===== src/rtl/ysyx_22050710_lsu_req.sv =====
// Data-SRAM request issuer for the execute stage: launches one load/store address
// phase per memory instruction and holds EX until the slave accepts it.
module ysyx_22050710_lsu_req #(
   parameter int WORD_WD      = 64,
   parameter int SRAM_DATA_WD = 64
) (
   input  logic                      i_clk,
   input  logic                      i_rst,
   input  logic                      i_es_valid,
   input  logic                      i_mem_ren,
   input  logic                      i_mem_wen,
   input  logic [2:0]                i_mem_op,
   input  logic [WORD_WD-1:0]        i_addr,
   input  logic [WORD_WD-1:0]        i_wdata,
   input  logic                      i_ms_allowin,
   output logic                      o_es_ready_go,
   output logic                      o_misalign,
   output logic                      o_data_sram_req,
   output logic                      o_data_sram_wr,
   output logic [1:0]                o_data_sram_size,
   output logic [WORD_WD-1:0]        o_data_sram_addr,
   output logic [SRAM_DATA_WD/8-1:0] o_data_sram_wstrb,
   output logic [SRAM_DATA_WD-1:0]   o_data_sram_wdata,
   input  logic                      i_data_sram_addr_ok
);
   localparam int LANES = SRAM_DATA_WD / 8;

   typedef enum logic [1:0] {
      IDLE = 2'd0,
      REQ  = 2'd1,
      SENT = 2'd2
   } state_e;

   state_e                  state_r;
   state_e                  state_nxt_s;
   logic                    mem_s;
   logic                    misalign_s;
   logic                    launch_s;
   logic                    ready_go_s;
   logic                    req_r;
   logic                    wr_r;
   logic [1:0]              size_r;
   logic [WORD_WD-1:0]      addr_r;
   logic [LANES-1:0]        wstrb_r;
   logic [SRAM_DATA_WD-1:0] wdata_r;
   logic                    unused_s;

   function automatic logic misalign_f(input logic [1:0] size, input logic [2:0] off);
      case (size)
         2'd1:    misalign_f = off[0];
         2'd2:    misalign_f = |off[1:0];
         2'd3:    misalign_f = |off;
         default: misalign_f = 1'b0;
      endcase
   endfunction

   function automatic logic [LANES-1:0] strb_f(input logic [1:0] size, input logic [2:0] off);
      logic [LANES-1:0] base;
      case (size)
         2'd0:    base = LANES'(8'h01);
         2'd1:    base = LANES'(8'h03);
         2'd2:    base = LANES'(8'h0f);
         default: base = LANES'(8'hff);
      endcase
      strb_f = base << off;
   endfunction

   function automatic logic [SRAM_DATA_WD-1:0] rep_f(input logic [1:0] size,
                                                     input logic [WORD_WD-1:0] wd);
      case (size)
         2'd0:    rep_f = {(SRAM_DATA_WD/8){wd[7:0]}};
         2'd1:    rep_f = {(SRAM_DATA_WD/16){wd[15:0]}};
         2'd2:    rep_f = {(SRAM_DATA_WD/32){wd[31:0]}};
         default: rep_f = SRAM_DATA_WD'(wd);
      endcase
   endfunction

   assign unused_s   = i_mem_op[2];
   assign mem_s      = i_es_valid & (i_mem_ren | i_mem_wen);
   assign misalign_s = mem_s & misalign_f(i_mem_op[1:0], i_addr[2:0]);

   // Next-state and ready_go; launching needs MEM free so data_ok always has a taker.
   always_comb begin
      state_nxt_s = state_r;
      launch_s    = 1'b0;
      ready_go_s  = ~mem_s | misalign_s;
      case (state_r)
         IDLE: begin
            if (mem_s && !misalign_s && i_ms_allowin) begin
               launch_s    = 1'b1;
               state_nxt_s = REQ;
            end else begin
               state_nxt_s = IDLE;
            end
         end
         REQ: begin
            if (i_data_sram_addr_ok) begin
               ready_go_s  = 1'b1;
               state_nxt_s = i_ms_allowin ? IDLE : SENT;
            end else begin
               state_nxt_s = REQ;
            end
         end
         SENT: begin
            ready_go_s  = 1'b1;
            state_nxt_s = i_ms_allowin ? IDLE : SENT;
         end
         default: state_nxt_s = IDLE;
      endcase
   end

   // State and request payload; payload is captured only at launch so it stays stable in REQ.
   always_ff @(posedge i_clk) begin
      if (!i_rst) begin
         state_r <= IDLE;
         req_r   <= 1'b0;
         wr_r    <= 1'b0;
         size_r  <= 2'd0;
         addr_r  <= '0;
         wstrb_r <= '0;
         wdata_r <= '0;
      end else begin
         state_r <= state_nxt_s;
         req_r   <= (state_nxt_s == REQ);
         if (launch_s) begin
            wr_r    <= i_mem_wen;
            size_r  <= i_mem_op[1:0];
            addr_r  <= i_addr;
            wstrb_r <= i_mem_wen ? strb_f(i_mem_op[1:0], i_addr[2:0]) : '0;
            wdata_r <= i_mem_wen ? rep_f(i_mem_op[1:0], i_wdata) : '0;
         end
      end
   end

   assign o_es_ready_go     = ready_go_s;
   assign o_misalign        = misalign_s & i_rst;
   assign o_data_sram_req   = req_r;
   assign o_data_sram_wr    = wr_r;
   assign o_data_sram_size  = size_r;
   assign o_data_sram_addr  = addr_r;
   assign o_data_sram_wstrb = wstrb_r;
   assign o_data_sram_wdata = wdata_r;

endmodule

===== config.mk =====
export PLATFORM = sky130hd
export DESIGN_NAME = ysyx_22050710_lsu_req
export DESIGN_NICKNAME = d
export VERILOG_FILES = /design/src/rtl/ysyx_22050710_lsu_req.sv
export SDC_FILE = /design/constraint.sdc
export NUM_CORES = 1
export LEC_CHECK = 0
export BUFFER_PORTS_ARGS = -buffer_cell sky130_fd_sc_hd__buf_2
export CAP_MARGIN = 20
export CORE_AREA = 5 5 102 142
export DETAILED_ROUTE_END_ITERATION = 7
export DIE_AREA = 0 0 107 147
export GPL_TIMING_DRIVEN = 0
export PLACE_DENSITY = 0.86
export SETUP_SLACK_MARGIN = 0.5
export SYNTH_ARGS = -nofsm -noshare
export SYNTH_HDL_FRONTEND = slang
export SYNTH_SLANG_ARGS = --single-unit

===== constraint.sdc =====
create_clock -name i_clk -period 1.9 [get_ports i_clk]
set_clock_uncertainty 0.05 [all_clocks]
set_input_delay 0.095 -clock i_clk [delete_from_list [all_inputs] [get_ports i_clk]]
set_output_delay 0.095 -clock i_clk [all_outputs]
set_load 0.02 [all_outputs]

==> results of run 1 <==
==> logic make-up after synthesis <==
family | after synthesis
adders and majority gates | 4
buffers and inverters | 69
muxes | 40
and+or+nand+nor | 309
DFF | 142
AOI/OAI and AO/OA | 114
==> layout make-up <==
type / count / area [sq um] / area share
multi-input combinational: 467 / 2979 / 0.3062
sequential: 142 / 2850 / 0.2929
timing repair buffer: 402 / 2699 / 0.2774
clock buffer: 18 / 429.2 / 0.04410
buffer: 64 / 427.9 / 0.04398
tap: 156 / 195.2 / 0.02006
clock inverter: 14 / 121.4 / 0.01247
inverter: 5 / 23.77 / 0.002443
antenna: 2 / 5.005 / 0.0005143
==> flip-flops by register name, summed over array words and instances, names as in the netlist <==
signal,flops
o_data_sram_addr,64
o_data_sram_req,1
o_data_sram_size,2
o_data_sram_wdata,64
o_data_sram_wr,1
o_data_sram_wstrb,8
state_r,2
==> per-stage QoR <==
stage	setup slack (ns)	utilization	power, W
2_1_floorplan	0.3695	-	0.003630
3_3_place_gp	-0.1428	0.5818	0.004006
3_5_place_dp	-0.1735	0.5818	0.004017
4_1_cts	0.1834	0.7291	0.007351
5_1_grt	0.09975	0.7407	0.007637
6_report	0.1344	0.7407	0.007418
==> power groups by stage <==
| stage | logic [W] | clock network (W) | registers [W] |
|---|---|---|---|
| after detailed placement | 0.000867 | 0 | 0.00315 |
| after floorplan | 0.000394 | 0 | 0.00324 |
| final | 0.00118 | 0.00316 | 0.00309 |
| after global placement | 0.000858 | 0 | 0.00315 |
| after CTS | 0.00110 | 0.00317 | 0.00308 |
| after global routing | 0.00125 | 0.00330 | 0.00309 |
==> worst paths after layout <==
check | endpoint | slack, ns
max | o_data_sram_wdata[52]$_SDFFE_PN0P_ | 0.13
max reg2reg | o_data_sram_wdata[52]$_SDFFE_PN0P_ | 0.13
min reg2reg | o_data_sram_addr[0]$_SDFFE_PN0P_ | 0.40
min | o_data_sram_wdata[59]$_SDFFE_PN0P_ | 0.03
==> per-layer routing <==
layer / vias up / GRT usage / wire length (um)
met5: - / 0 / 7
li1: 3291 / - / -
met4: 2 / 0.1932 / 1602
met1: 3348 / 0.3181 / 9081
met2: 438 / 0.5656 / 13200
met3: 124 / 0.07956 / 1974
==> what timing repair did <==
item,CTS,global route
gates resized for setup,41,19
cloned,2,2
endpoints found under the setup margin,143,142
pin swaps,12,5
endpoints found under the hold margin,114,0
setup buffers,4,3
hold buffers,113,0
==> worst reg2reg max path, delay by kind of cell (launching register included) <==
kind,cells,cell delay [ns]
AND/OR/NAND/NOR,2,0.38
flip-flops,1,0.37
buffers and inverters,3,0.37
adder cells (fa/ha/maj),1,0.12
AO/OA/AOI/OAI,2,0.37
==> synth_stat cells (2+ instances only) <==
cell / instances
nand2_1: 89
buf_2: 27
ha_1: 4
a2111oi_0: 4
o31ai_1: 14
o21ai_0: 16
nand2b_1: 2
and2_1: 6
buf_1: 4
a221oi_1: 2
a21o_1: 2
a31o_1: 4
clkbuf_1: 27
inv_1: 5
mux2i_1: 40
buf_6: 3
a21oi_1: 13
a32o_1: 4
a22o_1: 28
buf_4: 3
nor3b_1: 4
or2_2: 17
nand3_1: 163
nor2b_1: 2
o2bb2ai_1: 14
nor2_1: 14
a211oi_1: 5
nor3_1: 10
dfxtp_1: 142
==> impl_metrics.tcl, run 1 <==
set metrics [dict create \
    crit_buf_inv 3 \
    crit_top_cell "and2_4" \
    route.detailed.drc 0 \
    crit_slowest_cell "dfxtp_4" \
    pwr-share-seq 0.416 \
    synthSimpleGateAreaFrac 0.2453 \
    synthDistinctLibCells 39 \
    wl_um 25870 \
    first_pass_iters 5 \
    tightest_slew_ns 0.6665 \
    ios 280 \
    synthAdderAreaFrac 0.008388 \
    whs_ns 0.02835 \
    design_area_sq_um 9731 \
    switching_share 0.2858 \
    die_area_sq_um 15730 \
    hold-path-cell-count 4 \
    first_iter_violations 440 \
    comb_power_share 0.158 \
    routedWlPerCell_um 20.37 \
    rows 50 \
    max_stage_delay_ns 0.37 \
    synthArstFlopShare 0 \
    r2r-start "state_r[1]$_SDFF_PN0_" \
    nFillCells 860 \
    yosysTopAreaCell "dfxtp_1" \
    cp.required_ns 2.16 \
    synthMuxAreaShare 0.06710 \
    via_per_inst 5.672 \
    cp-startpoint "state_r[1]$_SDFF_PN0_" \
    io_buffers 278 \
    cts_buffers 17 \
    num_vias 7203 \
    crit_fanout 5 \
    min_period_ns 1.766 \
    path_cells "inv_4 -> ha_4 -> and2_4 -> o2111ai_4 -> and2_4 -> buf_12 -> clkbuf_16 -> a22o_1" \
    p_clk_frac 0.425 \
    instances_no_fill 1270 \
    worstPathArrival_ns 2.02 \
    hold_class "in2reg" \
    grt_first_pass_wirelength_um 38450 \
    syn2layout_area_growth_pct 63.07 \
    clock.fmax_ghz 0.5664 \
    leakagePower_nw 4.822 \
    coreArea_sq_um 13140 \
    final_layout_size_suffix_gt1_frac 0.3705 \
    synth-seq-area-share 0.4764 \
    die_h_um 147 \
    slew_headroom 0.5557 \
    power.switching_w 0.002120 \
    ys_ff_latch 142 \
    critical_path.top_delay_family "simple AND/OR/NAND/NOR gates" \
    place_inst 1112 \
    dieWidth_um 107 \
    cts.htree.levels 4 \
    synth_edf_count 0 \
    antenna_found_initial 3 \
    overflow 0 \
    cp-start-kind "register" \
    most-common-layout-cells "buf_2 (288), nand3_1 (163), dfxtp_1 (140), dlygate4sd3_1 (113), nand2_1 (89)" \
    clkTransAtPathRegs_ns 0.07 \
    nets 1241 \
    rsz0062_at_grt "yes" \
    synth-main-ff-cell "dfxtp_1" \
    powerDensity_nw_per_um2 762.3 \
    synthCells 678 \
    finalHoldViolations 0 \
    cts_sinks 142 \
    synth_nets 820 \
    synth-xor-area-share 0 \
    cts_max_path_buffers 2 \
    fin_setup_tns_ns 0 \
    cts_tree "built" \
    cts-root-buf "clkbuf_16" \
    synth_warnings 0 \
    p_int_w 0.005298 \
    gp_congestion 0.8195 \
    initial_utilization 0.4542 \
    grt_max_degree 17 \
    reg2reg_depth 8 \
    endpoint_kind "register" \
    grt_use_total 0.3135 \
    period_share 0.9293 \
    final_common_cell "buf_2" \
    drv_slew 0 \
    synth_compound_area_frac 0.1480 \
    worstSetupPathType "reg2reg" \
    finalSetupViolCount 0 \
    yosysTopAreaCellShare 0.4764 \
    syn_avg_cell_area_sq_um 8.801 \
    place_area_sq_um 7644 \
    cp.depth 8 \
    synthTopCellsByArea "dfxtp_1 (48%), nand3_1 (14%), mux2i_1 (6.7%)" \
    cap_viol_max_count 0 \
    status "complete, no violations" \
    synth_top_family_by_area "simple AND/OR/NAND/NOR gates" \
    grt_pass1_vias 7291 \
    dp_hpwl_um 16390 \
    ir_drop_v 0.0004752 \
    insertion_delay_ns 0.42 \
    min-delay-start "i_wdata[27]" \
    final_antenna_net_count 0 \
    synth_area_sq_um 5967 \
]
Power figures use the tool's default switching activity.
==> run 2: changes to the inputs <==
- RECOVER_POWER: not set -> 100
==> run 2 against run 1 <==
  * Cell area down 3.3%
  * Hold slack better by 0.0035 ns
  * Sequential power about the same
  * Clock-buffer cell count unchanged
  * First-iteration DRC count up 6.6%
  * Setup slack worse by 0.014 ns
  * Largest power group unchanged
  * Global-route usage unchanged
  * Critical endpoint is now o_data_sram_wdata[10]$_SDFFE_PN0P_
==> impl_metrics.tcl, run 2 (synthesized netlist as in run 1, its figures left out) <==
set metrics [dict create \
    antenna_found_initial 3 \
    fin_ws_ns 0.1202 \
    overflow 0 \
    slew_headroom 0.5564 \
    num_vias 7162 \
    initial_utilization 0.4542 \
    hold_class "in2reg" \
    instances_no_fill 1270 \
    drv_slew 0 \
    grt_max_degree 17 \
    place_inst 1112 \
    rows 50 \
    endpoint_kind "register" \
    status "complete, no violations" \
    ir_drop_v 0.0004701 \
    io_buffers 278 \
    dp_hpwl_um 16390 \
    regToRegEndpoint "o_data_sram_wdata[10]$_SDFFE_PN0P_" \
    cp-start-kind "register" \
    worstSetupPathType "reg2reg" \
    most-common-layout-cells "clkbuf_1 (169), nand3_1 (163), buf_2 (146), dfxtp_1 (141), dlygate4sd3_1 (113)" \
    dp_slack_ns -0.1735 \
    grt_pass1_vias 7291 \
    rrSetupSlack_ns 0.12 \
    leakagePower_nw 4.168 \
    dieWidth_um 107 \
    insertion_delay_ns 0.41 \
    route.detailed.drc 0 \
    cts_tree "built" \
    r2r-start "state_r[1]$_SDFF_PN0_" \
    cts_sinks 142 \
    cts_buffers 17 \
    critPathCapture "o_data_sram_wdata[10]$_SDFFE_PN0P_" \
    clkTransAtPathRegs_ns 0.07 \
    final_antenna_net_count 0 \
    place_area_sq_um 7644 \
    coreArea_sq_um 13140 \
    finalSetupViolCount 0 \
    final_common_cell "clkbuf_1" \
    cp.required_ns 2.16 \
    final_layout_size_suffix_gt1_frac 0.2293 \
    cts_max_path_buffers 2 \
    nFillCells 986 \
    cap_viol_max_count 0 \
    totalPowerFinal_w 0.007365 \
    worstPathArrival_ns 2.04 \
    design_area_sq_um 9405 \
    die_area_sq_um 15730 \
    syn2layout_area_growth_pct 57.62 \
    ios 280 \
    nets 1241 \
    reg2reg_depth 8 \
    cts-root-buf "clkbuf_16" \
    register_area_sq_um 2846 \
    powerDensity_nw_per_um2 783.0 \
    grt_first_pass_wirelength_um 38450 \
    cp-startpoint "state_r[1]$_SDFF_PN0_" \
    cts.htree.levels 4 \
    multi_input_area_sq_um 2902 \
    wl_um 25850 \
    clock.fmax_ghz 0.5619 \
    first_pass_iters 5 \
    via_per_inst 5.639 \
    rsz0062_at_grt "yes" \
    grt_use_total 0.3135 \
    tightest_slew_ns 0.6655 \
    die_h_um 147 \
    crit_fanout 5 \
    min_period_ns 1.780 \
    gp_congestion 0.8195 \
    finalHoldViolations 0 \
    routedWlPerCell_um 20.35 \
    period_share 0.9368 \
    first_iter_violations 469 \
]
-- run 2: worst min path at each step --
stage / start / end / slack [ns] / depth (start not counted)
after floorplan: i_ms_allowin / state_r[1]$_SDFF_PN0_ / 0.12 / 1
after global routing: i_wdata[27] / o_data_sram_wdata[27]$_SDFFE_PN0P_ / 0.05 / 3
after global placement: i_ms_allowin / state_r[1]$_SDFF_PN0_ / 0.25 / 2
after CTS: i_wdata[30] / o_data_sram_wdata[62]$_SDFFE_PN0P_ / 0.01 / 4
after detailed placement: i_ms_allowin / state_r[1]$_SDFF_PN0_ / 0.25 / 2
final: i_wdata[27] / o_data_sram_wdata[59]$_SDFFE_PN0P_ / 0.03 / 4
-- run 2: per-layer routing --
layer,GRT usage,vias to the layer above,part of all wire
met3,0.07956,123,0.074
met1,0.3181,3327,0.36
met5,0,-,0.00027
li1,-,3296,-
met4,0.1932,2,0.061
met2,0.5656,414,0.51
-- run 2: repair_timing --
action / in CTS / in global routing
hold buffers: 113 / 0
endpoints found under the hold margin: 114 / 0
cloned: 2 / 2
setup buffers: 4 / 3
gates resized for setup: 41 / 19
setup endpoints to repair: 143 / 142
pin swaps: 12 / 5
-- run 2: power breakdown --
group	leakage [nW]	total (W)	internal (W)	switching, W
Clock	0.260	0.00315	0.00172	0.00143
Combinational	2.76	0.00112	0.000497	0.000628
Sequential	1.15	0.00309	0.00305	0.0000418
Total	4.17	0.00736	0.00526	0.00210
-- run 2: cell type report --
| cell class | instances | area share |
|---|---|---|
| inverter | 5 | 0.002528 |
| clock buffer | 18 | 0.04563 |
| clock inverter | 14 | 0.01290 |
| buffer | 64 | 0.04350 |
| multi-input combinational | 467 | 0.3085 |
| tap | 156 | 0.02075 |
| timing repair buffer | 402 | 0.2630 |
| antenna | 2 | 0.0005321 |
| sequential | 142 | 0.3026 |
-- run 2: metrics by stage --
stage	setup TNS [ns]	utilization	hold slack, ns
after global routing	0	0.7159	0.04573
after global placement	-1.294	0.5818	0.2507
final	0	0.7159	0.03189
after CTS	0	0.7291	0.009838
after floorplan	0	-	0.1168
after detailed placement	-1.575	0.5818	0.2542
-- run 2: critical path: stages, from the launching register on --
cell and delay (ns):
dfxtp_4 0.37, inv_4 0.05, ha_1 0.13, and2_4 0.16
o2111ai_4 0.16, and2_4 0.22, buf_12 0.14, clkbuf_1 0.15
a22o_1 0.23
==> run 3: changes to the inputs <==
- CORE_AREA: 5 5 102 142 -> 2 2 99 139
- DIE_AREA: 0 0 107 147 -> 0 0 101 141
- SETUP_SLACK_MARGIN: 0.5 -> 0.15
==> run 3 against run 2 <==
  * Sequential share of layout area is 0.68 points higher
  * First-iteration DRC count grew 5.5%
  * Clock-buffer cell count is 1 lower
  * Critical endpoint is now o_data_sram_wdata[11]$_SDFFE_PN0P_
  * Largest cell class is now flip-flops and latches
  * Largest power group unchanged
  * Highest routed layer unchanged
==> impl_metrics.tcl, run 3 (synthesized netlist as in run 1, its figures left out) <==
set metrics [dict create \
    die_area_sq_um 14240 \
    gp_congestion 0.8791 \
    cts_max_path_buffers 2 \
    grtUsageMet1 0.3626 \
    final_common_cell "clkbuf_1" \
    dieWidth_um 101 \
    coreArea_sq_um 13140 \
    cts-root-buf "clkbuf_16" \
    endpoint_kind "register" \
    powerDensity_nw_per_um2 811.6 \
    clkTransAtPathRegs_ns 0.07 \
    switching_share 0.2816 \
    rrSetupSlack_ns 0.11 \
    grt_pass1_vias 7090 \
    cts.htree.levels 4 \
    slew_headroom 0.6042 \
    cts_tree "built" \
    met2_usage 0.5789 \
    first_pass_iters 7 \
    hold-path-cell-count 4 \
    tightest_slew_ns 0.5937 \
    route.detailed.drc 0 \
    worstPathArrival_ns 2.06 \
    clock.fmax_ghz 0.5580 \
    finalSetupViolCount 0 \
    most-common-layout-cells "clkbuf_1 (167), nand3_1 (163), buf_2 (148), dfxtp_1 (142), dlygate4sd3_1 (108)" \
    io_buffers 278 \
    rsz0062_at_grt "yes" \
    leakagePower_nw 4.098 \
    overflow 0 \
    dp_hpwl_um 16070 \
    grt_use_total 0.3426 \
    comb_power_share 0.145 \
    postLayoutCoreUtil 0.6992 \
    pwr-share-seq 0.414 \
    p_int_w 0.005356 \
    cp-start-kind "register" \
    num_vias 7216 \
    worstHoldEndpoint "o_data_sram_wdata[59]$_SDFFE_PN0P_" \
    via_per_inst 5.722 \
    die_h_um 141 \
    regToRegEndpoint "o_data_sram_wdata[11]$_SDFFE_PN0P_" \
    initial_utilization 0.4542 \
    fin_setup_tns_ns 0 \
    final_layout_size_suffix_gt1_frac 0.2169 \
    antenna_found_initial 4 \
    top_usage_layer "met2" \
    met3_usage 0.1051 \
    hold_class "in2reg" \
    first_iter_violations 495 \
    cp.required_ns 2.16 \
    cap_viol_max_count 0 \
    nets 1231 \
    place_area_sq_um 7553 \
    cts_sinks 142 \
    reg2reg_depth 8 \
    min_period_ns 1.792 \
    worstSetupPathType "reg2reg" \
    final_antenna_net_count 0 \
    cts_buffers 17 \
    grt_max_degree 17 \
    period_share 0.9433 \
    ios 280 \
    totalPowerFinal_w 0.007456 \
    drv_slew 0 \
    status "complete, no violations" \
    syn2layout_area_growth_pct 53.95 \
    p_clk_frac 0.440 \
    design_area_sq_um 9186 \
    finalHoldViolations 0 \
    power.switching_w 0.002100 \
    ir_drop_v 0.0005053 \
    wl_um 25580 \
    min-delay-start "i_wdata[59]" \
    routedWlPerCell_um 20.29 \
    insertion_delay_ns 0.42 \
    r2r-start "state_r[0]$_SDFF_PN0_" \
    rows 50 \
    grt_first_pass_wirelength_um 37740 \
    crit_fanout 7 \
]
==> run 3: cell types whose count changed in the layout (fill, tap and decap cells not counted), sizes merged <==
cell and change:
buf -5, bufinv +1, clkbuf -1, clkinv +3, clkinvlp -2, diode +1
dlygate4sd3 -5, inv -1
==> run 3: cell type report <==
class                           instances  area (sq um)
Clock inverter                         15         151.4
Fill cell                            1042          3951
Antenna cell                            3         7.507
Timing Repair Buffer                  392          2356
Clock buffer                           17         425.4
Multi-Input combinational cell        467          2838
Inverter                                5         18.77
Buffer                                 64         351.6
Sequential cell                       142          2843
Tap cell                              156         195.2
==> run 3: power groups by stage <==
stage,Sequential (W),Clock [W],Combinational (W)
detailed placement,0.00315,0,0.000843
global placement,0.00315,0,0.000831
global route,0.00310,0.00345,0.00114
CTS,0.00308,0.00328,0.00103
finish,0.00309,0.00328,0.00108
floorplan,0.00324,0,0.000376
==> run 3: routing by layer <==
metal,wire (um),vias up,share of wire
met5,19,-,0.00074
met4,1632,2,0.064
met3,2267,132,0.089
met2,12740,495,0.50
met1,8922,3326,0.35
li1,-,3261,-
==> run 3: how the worst max path moves through the flow <==
stage	start	end	cells past startpoint
2_1_floorplan	state_r[0]$_SDFF_PN0_	o_data_sram_wstrb[5]$_SDFFE_PN0P_	8
3_3_place_gp	state_r[0]$_SDFF_PN0_	o_data_sram_addr[56]$_SDFFE_PN0P_	8
3_5_place_dp	state_r[0]$_SDFF_PN0_	o_data_sram_addr[56]$_SDFFE_PN0P_	8
4_1_cts	state_r[0]$_SDFF_PN0_	o_es_ready_go	6
5_1_grt	state_r[0]$_SDFF_PN0_	o_data_sram_wdata[10]$_SDFFE_PN0P_	8
6_report	state_r[0]$_SDFF_PN0_	o_data_sram_wdata[11]$_SDFFE_PN0P_	8
==> run 3: timing repair <==
action,in CTS,in global routing
setup buffers,2,3
endpoints found under the hold margin,108,0
setup endpoints to repair,141,130
cloned,0,1
pin swaps,1,2
resized for setup,15,29
hold buffers,108,0
==> run 3: worst max-delay path, stage by stage (launching register included) <==
cell and delay [ns]:
dfxtp_1 0.33, inv_2 0.06, ha_1 0.13, and2_4 0.17, o2111ai_4 0.13, and2_0 0.23
buf_12 0.16, clkbuf_2 0.16, a22o_1 0.26
==> run 3: through the flow <==
stage / hold WS, ns / std cells / setup WS [ns]
after detailed placement: 0.2611 / 1112 / -0.08337
after global routing: 0.03566 / 1261 / 0.06361
after global placement: 0.2553 / 1112 / -0.06914
final: 0.02488 / 1261 / 0.1078
after floorplan: 0.1243 / 678 / 0.2800
after CTS: 0.004606 / 1254 / 0.1566
